==> config.mk <==
export PLATFORM = sky130hd
export DESIGN_NAME = muldiv_unit
export DESIGN_NICKNAME = d
export VERILOG_FILES = /design/src/rtl/muldiv_unit.sv
export SDC_FILE = /design/constraint.sdc
export NUM_CORES = 1
export LEC_CHECK = 0
export BUFFER_PORTS_ARGS = -buffer_cell sky130_fd_sc_hd__buf_2
export CAP_MARGIN = 20
export CORE_ASPECT_RATIO = 0.75
export CORE_MARGIN = 4
export CORE_UTILIZATION = 42
export DETAILED_ROUTE_END_ITERATION = 8
export PLACE_DENSITY_LB_ADDON = 0.2
export SKIP_CTS_REPAIR_TIMING = 1
export SYNTH_ARGS = -nofsm -noshare
export SYNTH_HDL_FRONTEND = slang
export SYNTH_SLANG_ARGS = --single-unit
==> constraint.sdc <==
create_clock -name clk -period 7.35 [get_ports clk]
set_clock_uncertainty 0.2 [all_clocks]
set_input_delay 0.735 -clock clk [delete_from_list [all_inputs] [get_ports clk]]
set_output_delay 0.735 -clock clk [all_outputs]
set_load 0.005 [all_outputs]
==> src/rtl/muldiv_unit.sv <==
// Iterative multiply/divide engine: shift-add multiply, restoring divide, HI/LO result.
// Optional macro MULDIV_EARLY_EXIT_EN lets a multiply leave RUN once the multiplier is exhausted.
module muldiv_unit #(
    parameter int WIDTH = 32,
    parameter int CNT_W = 6
) (
    input  logic             clk,
    input  logic             rst_n,
    input  logic             start,
    input  logic [3:0]       control,
    input  logic [WIDTH-1:0] in1,
    input  logic [WIDTH-1:0] in2,
    output logic             busy,
    output logic             done,
    output logic [WIDTH-1:0] hi,
    output logic [WIDTH-1:0] lo,
    output logic             dz
);

    typedef enum logic [1:0] {IDLE, PREP, RUN, FIX} state_t;

    state_t             state, state_nxt;
    logic [WIDTH-1:0]   a_r, b_r, opnd, mpl;
    logic [2*WIDTH-1:0] acc;
    logic [CNT_W-1:0]   cnt;
    logic               is_div, is_sgn, neg_res, neg_rem, dz_pend;
    logic               accept;

    logic [WIDTH:0]     mul_sum, div_shift, div_diff;
    logic [2*WIDTH-1:0] prod, prod_fix;
    logic [WIDTH-1:0]   quo_fix, rem_fix;

    function automatic logic [WIDTH-1:0] mag(input logic signed [WIDTH-1:0] x, input logic sgn);
        return (sgn && x[WIDTH-1]) ? $unsigned(-x) : $unsigned(x);
    endfunction

    function automatic logic [2*WIDTH-1:0] cond_neg2(input logic [2*WIDTH-1:0] x, input logic en);
        return en ? -x : x;
    endfunction

    function automatic logic [WIDTH-1:0] cond_neg(input logic [WIDTH-1:0] x, input logic en);
        return en ? -x : x;
    endfunction

    assign busy   = (state != IDLE) || done;
    assign accept = (state == IDLE) && !done && start && (control[3:2] == 2'b11);

    // Per-cycle arithmetic: one multiplier bit or one quotient bit per RUN cycle
    assign mul_sum   = {1'b0, acc[2*WIDTH-1:WIDTH]} + {1'b0, (mpl[0] ? opnd : '0)};
    assign div_shift = {acc[2*WIDTH-1:WIDTH], acc[WIDTH-1]};
    assign div_diff  = div_shift - {1'b0, opnd};

`ifdef MULDIV_EARLY_EXIT_EN
    // Skipped iterations only shift, so align by the remaining count in one step.
    assign prod = acc >> cnt;
`else
    assign prod = acc;
`endif
    assign prod_fix = cond_neg2(prod, neg_res);
    assign quo_fix  = cond_neg(acc[WIDTH-1:0], neg_res);
    assign rem_fix  = cond_neg(acc[2*WIDTH-1:WIDTH], neg_rem);

    always_ff @(posedge clk or negedge rst_n) begin
        if (!rst_n) state <= IDLE;
        else        state <= state_nxt;
    end

    always_comb begin
        state_nxt = state;
        case (state)
            IDLE: if (accept) state_nxt = PREP;
            PREP: state_nxt = (is_div && (b_r == '0)) ? FIX : RUN;
            RUN: begin
                if (cnt == CNT_W'(1)) state_nxt = FIX;
`ifdef MULDIV_EARLY_EXIT_EN
                else if (!is_div && (mpl[WIDTH-1:1] == '0)) state_nxt = FIX;
`endif
            end
            FIX:     state_nxt = IDLE;
            default: state_nxt = IDLE;
        endcase
    end

    always_ff @(posedge clk or negedge rst_n) begin
        if (!rst_n) begin
            a_r <= '0; b_r <= '0; opnd <= '0; mpl <= '0; acc <= '0; cnt <= '0;
            is_div <= 1'b0; is_sgn <= 1'b0; neg_res <= 1'b0; neg_rem <= 1'b0; dz_pend <= 1'b0;
            done <= 1'b0; hi <= '0; lo <= '0; dz <= 1'b0;
        end else begin
            done <= 1'b0;
            case (state)
                IDLE: if (accept) begin
                    a_r    <= in1;
                    b_r    <= in2;
                    is_div <= control[0];
                    is_sgn <= control[1];
                end
                // Magnitudes and result signs; the core loops are unsigned
                PREP: begin
                    neg_res <= is_sgn && (a_r[WIDTH-1] ^ b_r[WIDTH-1]);
                    neg_rem <= is_sgn && a_r[WIDTH-1];
                    opnd    <= is_div ? mag(b_r, is_sgn) : mag(a_r, is_sgn);
                    mpl     <= mag(b_r, is_sgn);
                    acc     <= is_div ? {{WIDTH{1'b0}}, mag(a_r, is_sgn)} : '0;
                    cnt     <= CNT_W'(WIDTH);
                    dz_pend <= is_div && (b_r == '0);
                end
                RUN: begin
                    cnt <= cnt - CNT_W'(1);
                    if (is_div)
                        acc <= {(div_diff[WIDTH] ? div_shift[WIDTH-1:0] : div_diff[WIDTH-1:0]),
                                acc[WIDTH-2:0], ~div_diff[WIDTH]};
                    else begin
                        acc <= {mul_sum, acc[WIDTH-1:1]};
                        mpl <= mpl >> 1;
                    end
                end
                // Sign correction and result write-back
                FIX: begin
                    done <= 1'b1;
                    dz   <= dz_pend;
                    if (dz_pend) begin
                        lo <= '1;
                        hi <= a_r;
                    end else if (is_div) begin
                        lo <= quo_fix;
                        hi <= rem_fix;
                    end else begin
                        lo <= prod_fix[WIDTH-1:0];
                        hi <= prod_fix[2*WIDTH-1:WIDTH];
                    end
                end
                default: ;
            endcase
        end
    end

endmodule

Yosys cells after proc, flatten, opt, wreduce, memory -nomap -nowiden
Index checks and enable logic that the tools add are counted.
{"block": "op_classes", "n_addsub": 8, "eq_ne": 8, "n_mux": 23, "bitwise": 2, "reduce_logical": 16}
{"cell": "32-bit 2-to-1 mux", "count": 13}
{"cell": "64-bit 2-to-1 mux", "count": 2}
{"cell": "32-bit negation", "count": 4}
{"cell": "64-bit case mux with 2 select lines", "count": 1}
{"cell": "64-bit negation", "count": 1}
{"cell": "32-bit case mux with 2 select lines", "count": 1}
{"cell": "32-bit by 32-bit adder with 33-bit output", "count": 1}
{"cell": "33-bit by 32-bit subtractor with 33-bit output", "count": 1}
{"cell": "32-bit zero test", "count": 1}
{"cell": "6-bit case mux with 2 select lines", "count": 1}
{"cell": "2-bit case mux with 4 select lines", "count": 1}
{"cell": "1-bit logical AND", "count": 7}
{"cell": "2-bit equality test (second input constant)", "count": 3}
{"cell": "6-bit by 1-bit equality test with 1-bit output (second input constant)", "count": 1}
{"cell": "2-bit != test (second input constant)", "count": 3}
{"cell": "2-bit AND reduction", "count": 3}
{"cell": "6-bit by 1-bit subtractor with 6-bit output (second input constant)", "count": 1}
{"cell": "2-bit 2-to-1 mux", "count": 2}
{"cell": "2-bit nonzero test", "count": 2}
{"cell": "2-bit by 1-bit equality test with 1-bit output (second input constant)", "count": 1}
{"cell": "2-bit zero test", "count": 1}
{"cell": "1-bit 2-to-1 mux", "count": 2}
{"cell": "1-bit zero test", "count": 1}
{"cell": "1-bit logical OR", "count": 1}
{"cell": "2 further kinds", "count": 2}
{"block": "word_totals", "reg_bits": 271, "input_bits": 71, "out_inout_bits": 67, "wordCells": 73}

Logic depth before layout (Yosys ltp)
Gate-level depths: netlist (run 1).
{"block": "depth", "ltp_word": 6, "depth_mapped": 15}

Worst setup path after synthesis (run 1)
No wires, ideal clock.
{"block": "synth_path", "kind": "flip-flop to flip-flop", "from": "register acc[31]", "to": "register acc[57]", "setup_ps": 126, "arrival_time_ps": 3286, "slack_ps": 3738, "stages_incl_launch_ff": 16, "path_buffers": 2, "path_cell_list": "dfrtp_1 -> clkbuf_1 -> inv_1 -> ha_1 -> fa_1 -> nor2b_1 -> o31a_1 -> nor3_1 -> nor2_1 -> a21oi_1 -> o21ai_0 -> xnor2_1 -> clkbuf_1 -> mux2i_1 -> nor2_1 -> a221o_1"}
{"block": "synth_via", "elab_chain_cells": 4}
{"item": "start, declared", "line_no": "24", "text": "logic [2*WIDTH-1:0] acc;"}
{"item": "start signal, assigned", "line_no": "104", "text": "acc <= is_div ? {{WIDTH{1'b0}}, mag(a_r, is_sgn)} : '0;"}
{"item": "start signal, assigned", "line_no": "111", "text": "acc <= {(div_diff[WIDTH] ? div_shift[WIDTH-1:0] : div_diff[WIDTH-1:0]),"}
{"item": "start signal, assigned", "line_no": "114", "text": "acc <= {mul_sum, acc[WIDTH-1:1]};"}
{"item": "33-bit by 32-bit subtractor with 33-bit output", "line_no": "51", "text": "assign div_diff = div_shift - {1'b0, opnd};"}
{"item": "32-bit 2-to-1 mux", "line_no": "111"}
{"item": "64-bit 2-to-1 mux", "line_no": "110", "text": "if (is_div)"}
{"item": "64-bit case mux with 2 select lines", "line_no": "91", "text": "case (state)"}
Every way passes these cells.
A chain may end at the register's enable or synchronous reset.

Worst setup path in the final report (run 1)
{"block": "layout_path", "from": "register acc[31]", "to": "register acc[0]"}
{"block": "layout_via", "elab_chain_cells": 4}
{"item": "33-bit by 32-bit subtractor with 33-bit output", "line_no": "51"}
{"item": "1-bit inverter", "line_no": "112", "text": "acc[WIDTH-2:0], ~div_diff[WIDTH]};"}
{"item": "64-bit 2-to-1 mux", "line_no": "110"}
{"item": "64-bit case mux with 2 select lines", "line_no": "91"}
Every way passes these cells.

==> results of run 1 <==
-- power by group --
group | total (mW) | switching [mW] | leakage (nW) | internal [mW]
Combinational | 7.29 | 4.54 | 5.24 | 2.74
Clock | 1.66 | 0.657 | 0.535 | 1.00
Sequential | 3.08 | 0.901 | 3.38 | 2.18
Total | 12.0 | 6.10 | 9.15 | 5.92
-- state kept, by name, indices dropped and copies added (netlist names) --
register / cells
opnd: 32
done: 1
neg_res: 1
mpl: 32
is_sgn: 1
lo: 32
neg_rem: 1
dz_pend: 1
b_r: 32
a_r: 32
hi: 32
is_div: 1
cnt: 6
dz: 1
acc: 64
state: 2
-- cells in the mapped netlist (19+ instances only) --
master	count	area (sq um)
sky130_fd_sc_hd__dfrtp_1	271	6780
sky130_fd_sc_hd__nand2b_1	29	181
sky130_fd_sc_hd__xor2_1	55	482
sky130_fd_sc_hd__o221ai_1	32	280
sky130_fd_sc_hd__ha_1	74	926
sky130_fd_sc_hd__o31ai_1	19	143
sky130_fd_sc_hd__o22a_1	30	263
sky130_fd_sc_hd__nand3_1	42	210
sky130_fd_sc_hd__a21o_1	26	195
sky130_fd_sc_hd__nor2_1	152	571
sky130_fd_sc_hd__clkbuf_1	130	488
sky130_fd_sc_hd__a21oi_1	187	936
sky130_fd_sc_hd__o21ai_0	248	1240
sky130_fd_sc_hd__nand2_1	298	1120
sky130_fd_sc_hd__and2_1	37	231
sky130_fd_sc_hd__mux2_2	108	1220
sky130_fd_sc_hd__nor3_1	37	185
sky130_fd_sc_hd__inv_1	79	297
sky130_fd_sc_hd__xnor2_1	121	1060
sky130_fd_sc_hd__mux2i_1	37	370
-- area by class of cell --
cell class,instances,area [sq um]
clock inverters,15,203
flip-flops and latches,271,6790
inverters,82,308
multi-input cells,1768,11500
clock buffers,40,870
diodes,3,7.51
fillers,4349,23600
well taps,586,733
repair buffers,156,838
-- worst paths after layout --
kind,to,slack (ns),cells past startpoint
setup / recovery,acc[0]$_DFFE_PN0P_,2.73,14
hold / removal,hi[26]$_DFFE_PN0P_,-0.01,1
setup reg to reg,acc[0]$_DFFE_PN0P_,2.73,14
hold reg to reg,lo[16]$_DFFE_PN0P_,0.29,1
max in group asynchronous,mpl[3]$_DFFE_PN0P_,5.43,2
min in group clk,a_r[14]$_DFFE_PN0P_,0.17,3
-- per-layer routing --
layer  part of all wire  wire length [um]
met5                  0                 0
met4              0.029              1900
met3              0.085              5610
met2               0.41             26700
met1               0.48             31700
-- metrics by stage --
stage / area [sq um] / hold slack (ns) / instances / setup WS (ns)
6_report: 21200 / -0.0137 / 2921 / 2.73
5_1_grt: 21200 / 0.0711 / 2918 / 2.37
4_1_cts: 21200 / 0.0278 / 2918 / 2.80
3_5_place_dp: 20100 / 0.282 / 2863 / 2.80
3_3_place_gp: 20100 / 0.279 / 2863 / 2.81
2_1_floorplan: 19000 / 0.239 / 2264 / 3.74
-- cells by family (layout without fill, tap and decap cells) --
logic type / after synthesis / in the layout / share of synthesized area
muxes: 145 / 145 / 0.0833
other: 0 / 3 / 0
and+or+nand+nor: 705 / 705 / 0.172
adders and majority gates: 76 / 76 / 0.0507
xor gates and xnor gates: 176 / 176 / 0.0810
DFF: 271 / 271 / 0.356
buffers and inverters: 225 / 293 / 0.0447
AOI/OAI and AO/OA: 666 / 666 / 0.212
==> flow_metrics.tcl, run 1 <==
set metrics [dict create \
    syn_inst 2264 \
    htree_levels 1 \
    drt_iter0_drc 1598 \
    end_kind "register" \
    min_period_ns 4.62 \
    io_pins 138 \
    wirelength_um 65900 \
    ys_dominant_reg_cell "sky130_fd_sc_hd__dfrtp_1" \
    route.detailed.vias_per_inst 5.97 \
    critical_path.cell_chain "inv_1 > ha_1 > fa_1 > nor2b_1 > o31a_1 > nor3_1 > nor2_1 > a21oi_1 > o21ai_0 > xnor2_2 > buf_4 > mux2i_1 > a211oi_1 > a21oi_1" \
    setup_repair_after_global_routing_missed_its_margin "false" \
    violated_checks "negative hold slack" \
    timing_worst_setup_path_type "reg -> reg" \
    buffer_ports.inserted 137 \
    wire_length_of_the_first_global_routing_pass_um 100000 \
    status "finished with violations" \
    worst_skew_pair.late_latency_ns 0.59 \
    grt_use_total 0.264 \
    static-leakage-power_nw 9.15 \
    layout_common_cells "sky130_fd_sc_hd__nand2_1 (298), sky130_fd_sc_hd__dfrtp_1 (270), sky130_fd_sc_hd__o21ai_0 (248), sky130_fd_sc_hd__a21oi_1 (187), sky130_fd_sc_hd__nor2_1 (151)" \
    wl_per_cell_um 22.6 \
    tritoncts "yes" \
    ratio_of_cells_with_drive_above_1_in_the_final_layout 0.145 \
    cts_num_sinks 271 \
    drt.antenna.violating_nets 0 \
    finalSetupViolCount 0 \
    postSynthAreaPerCell_sq_um 8.41 \
    synth_area_sq_mm 0.0190 \
    maxSlewViolCount 0 \
    grt.met1_usage 0.411 \
    final.hold.worst_slack_ns -0.0137 \
    achievable_clock_frequency_mhz 216 \
    floorplan.initialDensity 0.425 \
    worstPathRequired_ns 7.60 \
    route.vias.total 17400 \
    critPathArrivalTime_ns 4.87 \
    ys_seq_area_frac 0.356 \
    crit_path_start_kind "register" \
    slew_headroom 0.312 \
    path_clk_slew_ns 0.07 \
    critical-path-top-cell-by-count "sky130_fd_sc_hd__a21oi_1" \
    netlist-cell-type-count 71 \
    critical_register_to_register_path_startpoint "acc[31]$_DFFE_PN0P_" \
    timing.critical_path.slowest_stage_cell "sky130_fd_sc_hd__xnor2_2" \
    synth-seq-cells 271 \
    grt.met3_usage 0.0432 \
    vias_in_the_first_global_route 16200 \
    clock_path_buffers 3 \
    grt.met2_usage 0.378 \
    die-width_um 254 \
    grt_overflow_total 0 \
    cts-root-buf "sky130_fd_sc_hd__clkbuf_16" \
    core_region_area_sq_mm 0.0448 \
    design.die.area_sq_mm 0.0488 \
    top_usage_layer "met1" \
    power.ir.vdd_worst_uv 240 \
    max_cap_violations 0 \
    synth_edf_count 0 \
    finalHoldViolations 5 \
    delay_contributed_by_the_slowest_stage_of_the_critical_path_ns 0.74 \
    finish.net_count 2456 \
    first_pass_iters 6 \
    die_h_um 192 \
    power_total_mw 12.0 \
    ys_async_sr_fraction 1.00 \
    final_core_util 0.474 \
    synthesis.yosys.warnings 0 \
    largest_net_degree_at_the_start_of_global_routing 103 \
    hold_class "in -> async" \
    cts_inserted_buffers 30 \
    setup-tns-final_ns 0 \
    drc_errors 0 \
    gpl.final_weighted_congestion 0.961 \
    syn-num-nets 2411 \
    crit_path_max_fanout 43 \
    antenna_found_initial 2 \
    layout_worst_path_cycle_share 0.629 \
    post-dp-hpwl_um 49700 \
    cp-startpoint "acc[31]$_DFFE_PN0P_" \
    area.growth.synth_to_final_pct 11.4 \
    critPathBufInv 2 \
    power.density_mw_per_mm2 567 \
    leading_cell_type_in_the_layout_fill_and_taps_excluded "sky130_fd_sc_hd__nand2_1" \
    core.rowCount 67 \
    critPathTopFamily "compound AO/OA/AOI/OAI gates" \
    timing_worst_slew_pin_value_ns 1.03 \
]
(Power assumes the default switching activity.)
==> run 2: changes to the inputs <==
==> constraint.sdc (replaced) <==
create_clock -name clk -period 4.8 [get_ports clk]
set_clock_uncertainty 0.2 [all_clocks]
set_input_delay 0.48 -clock clk [delete_from_list [all_inputs] [get_ports clk]]
set_output_delay 0.48 -clock clk [all_outputs]
set_load 0.005 [all_outputs]
==> flow_metrics.tcl, run 2 (same netlist as run 1, synthesis figures left out) <==
set metrics [dict create \
    setup_repair_after_global_routing_missed_its_margin "false" \
    core_region_area_sq_mm 0.0448 \
    max_cap_violations 0 \
    status "complete, no violations" \
    tritoncts "yes" \
    wirelength_um 66700 \
    layout.cell_area.non_filler_sq_mm 0.0219 \
    grt_overflow_total 0 \
    timing.critical_path.slowest_stage_cell "sky130_fd_sc_hd__dfrtp_1" \
    total_switching_power_mw 9.27 \
    largest_net_degree_at_the_start_of_global_routing 94 \
    critical-path-top-cell-by-count "sky130_fd_sc_hd__nor2_1" \
    largest_register_ff_count 64 \
    clock_path_buffers 3 \
    layout_common_cells "sky130_fd_sc_hd__nand2_1 (298), sky130_fd_sc_hd__dfrtp_1 (270), sky130_fd_sc_hd__o21ai_0 (248), sky130_fd_sc_hd__a21oi_1 (187), sky130_fd_sc_hd__nor2_1 (151)" \
    grt_use_total 0.262 \
    drc_errors 0 \
    drt_iter0_drc 1872 \
    finalSetupViolCount 0 \
    route.detailed.vias_per_inst 5.91 \
    finalHoldViolations 0 \
    floorplan.initialDensity 0.425 \
    route.vias.total 17700 \
    power_report.internal_total_mw 9.04 \
    cts_num_sinks 271 \
    pre_cts_slack_ns 0.840 \
    power.density_mw_per_mm2 835 \
    critPathArrivalTime_ns 4.29 \
    path_clk_slew_ns 0.06 \
    final.hold.worst_slack_ns 0.284 \
    wire_length_of_the_first_global_routing_pass_um 99700 \
    crit_path_start_kind "register" \
    numPlacedInstances 2879 \
    clkPwrFrac 0.130 \
    maxSlewViolCount 0 \
    num-fill-cells 4275 \
    die_h_um 192 \
    leading_cell_type_in_the_layout_fill_and_taps_excluded "sky130_fd_sc_hd__nand2_1" \
    vias_in_the_first_global_route 16300 \
    area.growth.synth_to_final_pct 15.2 \
    pwr-share-seq 0.261 \
    min_period_ns 4.02 \
    antenna_found_initial 2 \
    finish.cell_count_without_fillers 3003 \
    static-leakage-power_nw 9.47 \
    power_frac_comb 0.609 \
    finish.net_count 2539 \
    timing_worst_slew_pin_value_ns 0.956 \
    power.ir.vdd_worst_uv 484 \
    timing_worst_setup_path_type "reg -> reg" \
    fraction_of_power_spent_switching_nets 0.506 \
    gpl.final_weighted_congestion 0.958 \
    post-route-worst-setup-slack_ns 0.778 \
    drt.antenna.violating_nets 0 \
    delay_contributed_by_the_slowest_stage_of_the_critical_path_ns 0.54 \
    core.rowCount 67 \
    critical_path.cell_chain "inv_1 > ha_1 > fa_1 > nor2b_1 > o31a_1 > nor3_1 > nor2_1 > a21oi_1 > o21ai_0 > xnor2_2 > buf_4 > mux2i_1 > nor2_1 > a221o_1" \
    crit_path_max_fanout 16 \
    max_flop_register "acc" \
    wl_per_cell_um 22.2 \
    worst_skew_pair.late_latency_ns 0.59 \
    cts_inserted_buffers 30 \
    first_pass_iters 5 \
    final_core_util 0.490 \
    power_total_mw 18.3 \
    post-dp-hpwl_um 49600 \
    slew_headroom 0.362 \
    ratio_of_cells_with_drive_above_1_in_the_final_layout 0.144 \
    worstPathRequired_ns 5.07 \
    postPlaceCellArea_sq_mm 0.0203 \
    hold_class "in -> async" \
    design.die.area_sq_mm 0.0488 \
    htree_levels 1 \
    setup-tns-final_ns 0 \
    buffer_ports.inserted 137 \
    layout_worst_path_cycle_share 0.838 \
    cts-root-buf "sky130_fd_sc_hd__clkbuf_16" \
    end_kind "register" \
    achievable_clock_frequency_mhz 249 \
    die-width_um 254 \
    io_pins 138 \
]
-- run 2: final timing paths --
| kind | cells after the start | start | slack (ns) | end |
|---|---|---|---|---|
| worst min-delay path | 2 | rst_n | 0.28 | hi[26]$_DFFE_PN0P_ |
| worst min register to register | 1 | lo[18]$_DFFE_PN0P_ | 0.29 | lo[18]$_DFFE_PN0P_ |
| max in group asynchronous | 3 | rst_n | 2.91 | state[1]$_DFFE_PN0P_ |
| worst max-delay path | 14 | acc[31]$_DFFE_PN0P_ | 0.78 | acc[57]$_DFFE_PN0P_ |
| worst max register to register | 14 | acc[31]$_DFFE_PN0P_ | 0.78 | acc[57]$_DFFE_PN0P_ |
| min in group clk | 1 | lo[18]$_DFFE_PN0P_ | 0.29 | lo[18]$_DFFE_PN0P_ |
-- run 2: critical path: cells and delay by family (launching register included) --
kind	cells	cell delay, ns
compound gates	4	1.20
fa+ha+maj	2	0.61
simple gates	4	0.60
flops	1	0.54
buf+inv	2	0.34
mux	1	0.22
xor+xnor	1	0.20
-- run 2: cell type report --
| class | instances | area [sq um] | share of cell area |
|---|---|---|---|
| Multi-Input combinational cell | 1768 | 11500 | 0.522 |
| Timing Repair Buffer | 239 | 1650 | 0.0754 |
| Clock buffer | 46 | 882 | 0.0402 |
| Antenna cell | 2 | 5.00 | 0.000228 |
| Tap cell | 586 | 733 | 0.0334 |
| Sequential cell | 271 | 6790 | 0.309 |
| Clock inverter | 9 | 115 | 0.00525 |
| Inverter | 82 | 308 | 0.0140 |
-- run 2: power by group through the flow --
stage                     sequential [mW]  clock (mW)  combinational, mW
after floorplan                      4.09           0               7.87
after global placement               4.73           0               10.8
after detailed placement             4.76           0               10.8
after CTS                            4.73        2.42               10.9
after global routing                 4.90        2.52               12.2
final                                4.78        2.38               11.2
-- run 2: metal layers --
layer,GRT usage,up-vias,part of all wire
li1,-,8301,-
met1,0.413,8651,0.48
met2,0.380,716,0.42
met3,0.0368,79,0.075
met4,0.0546,0,0.022
met5,0,-,0
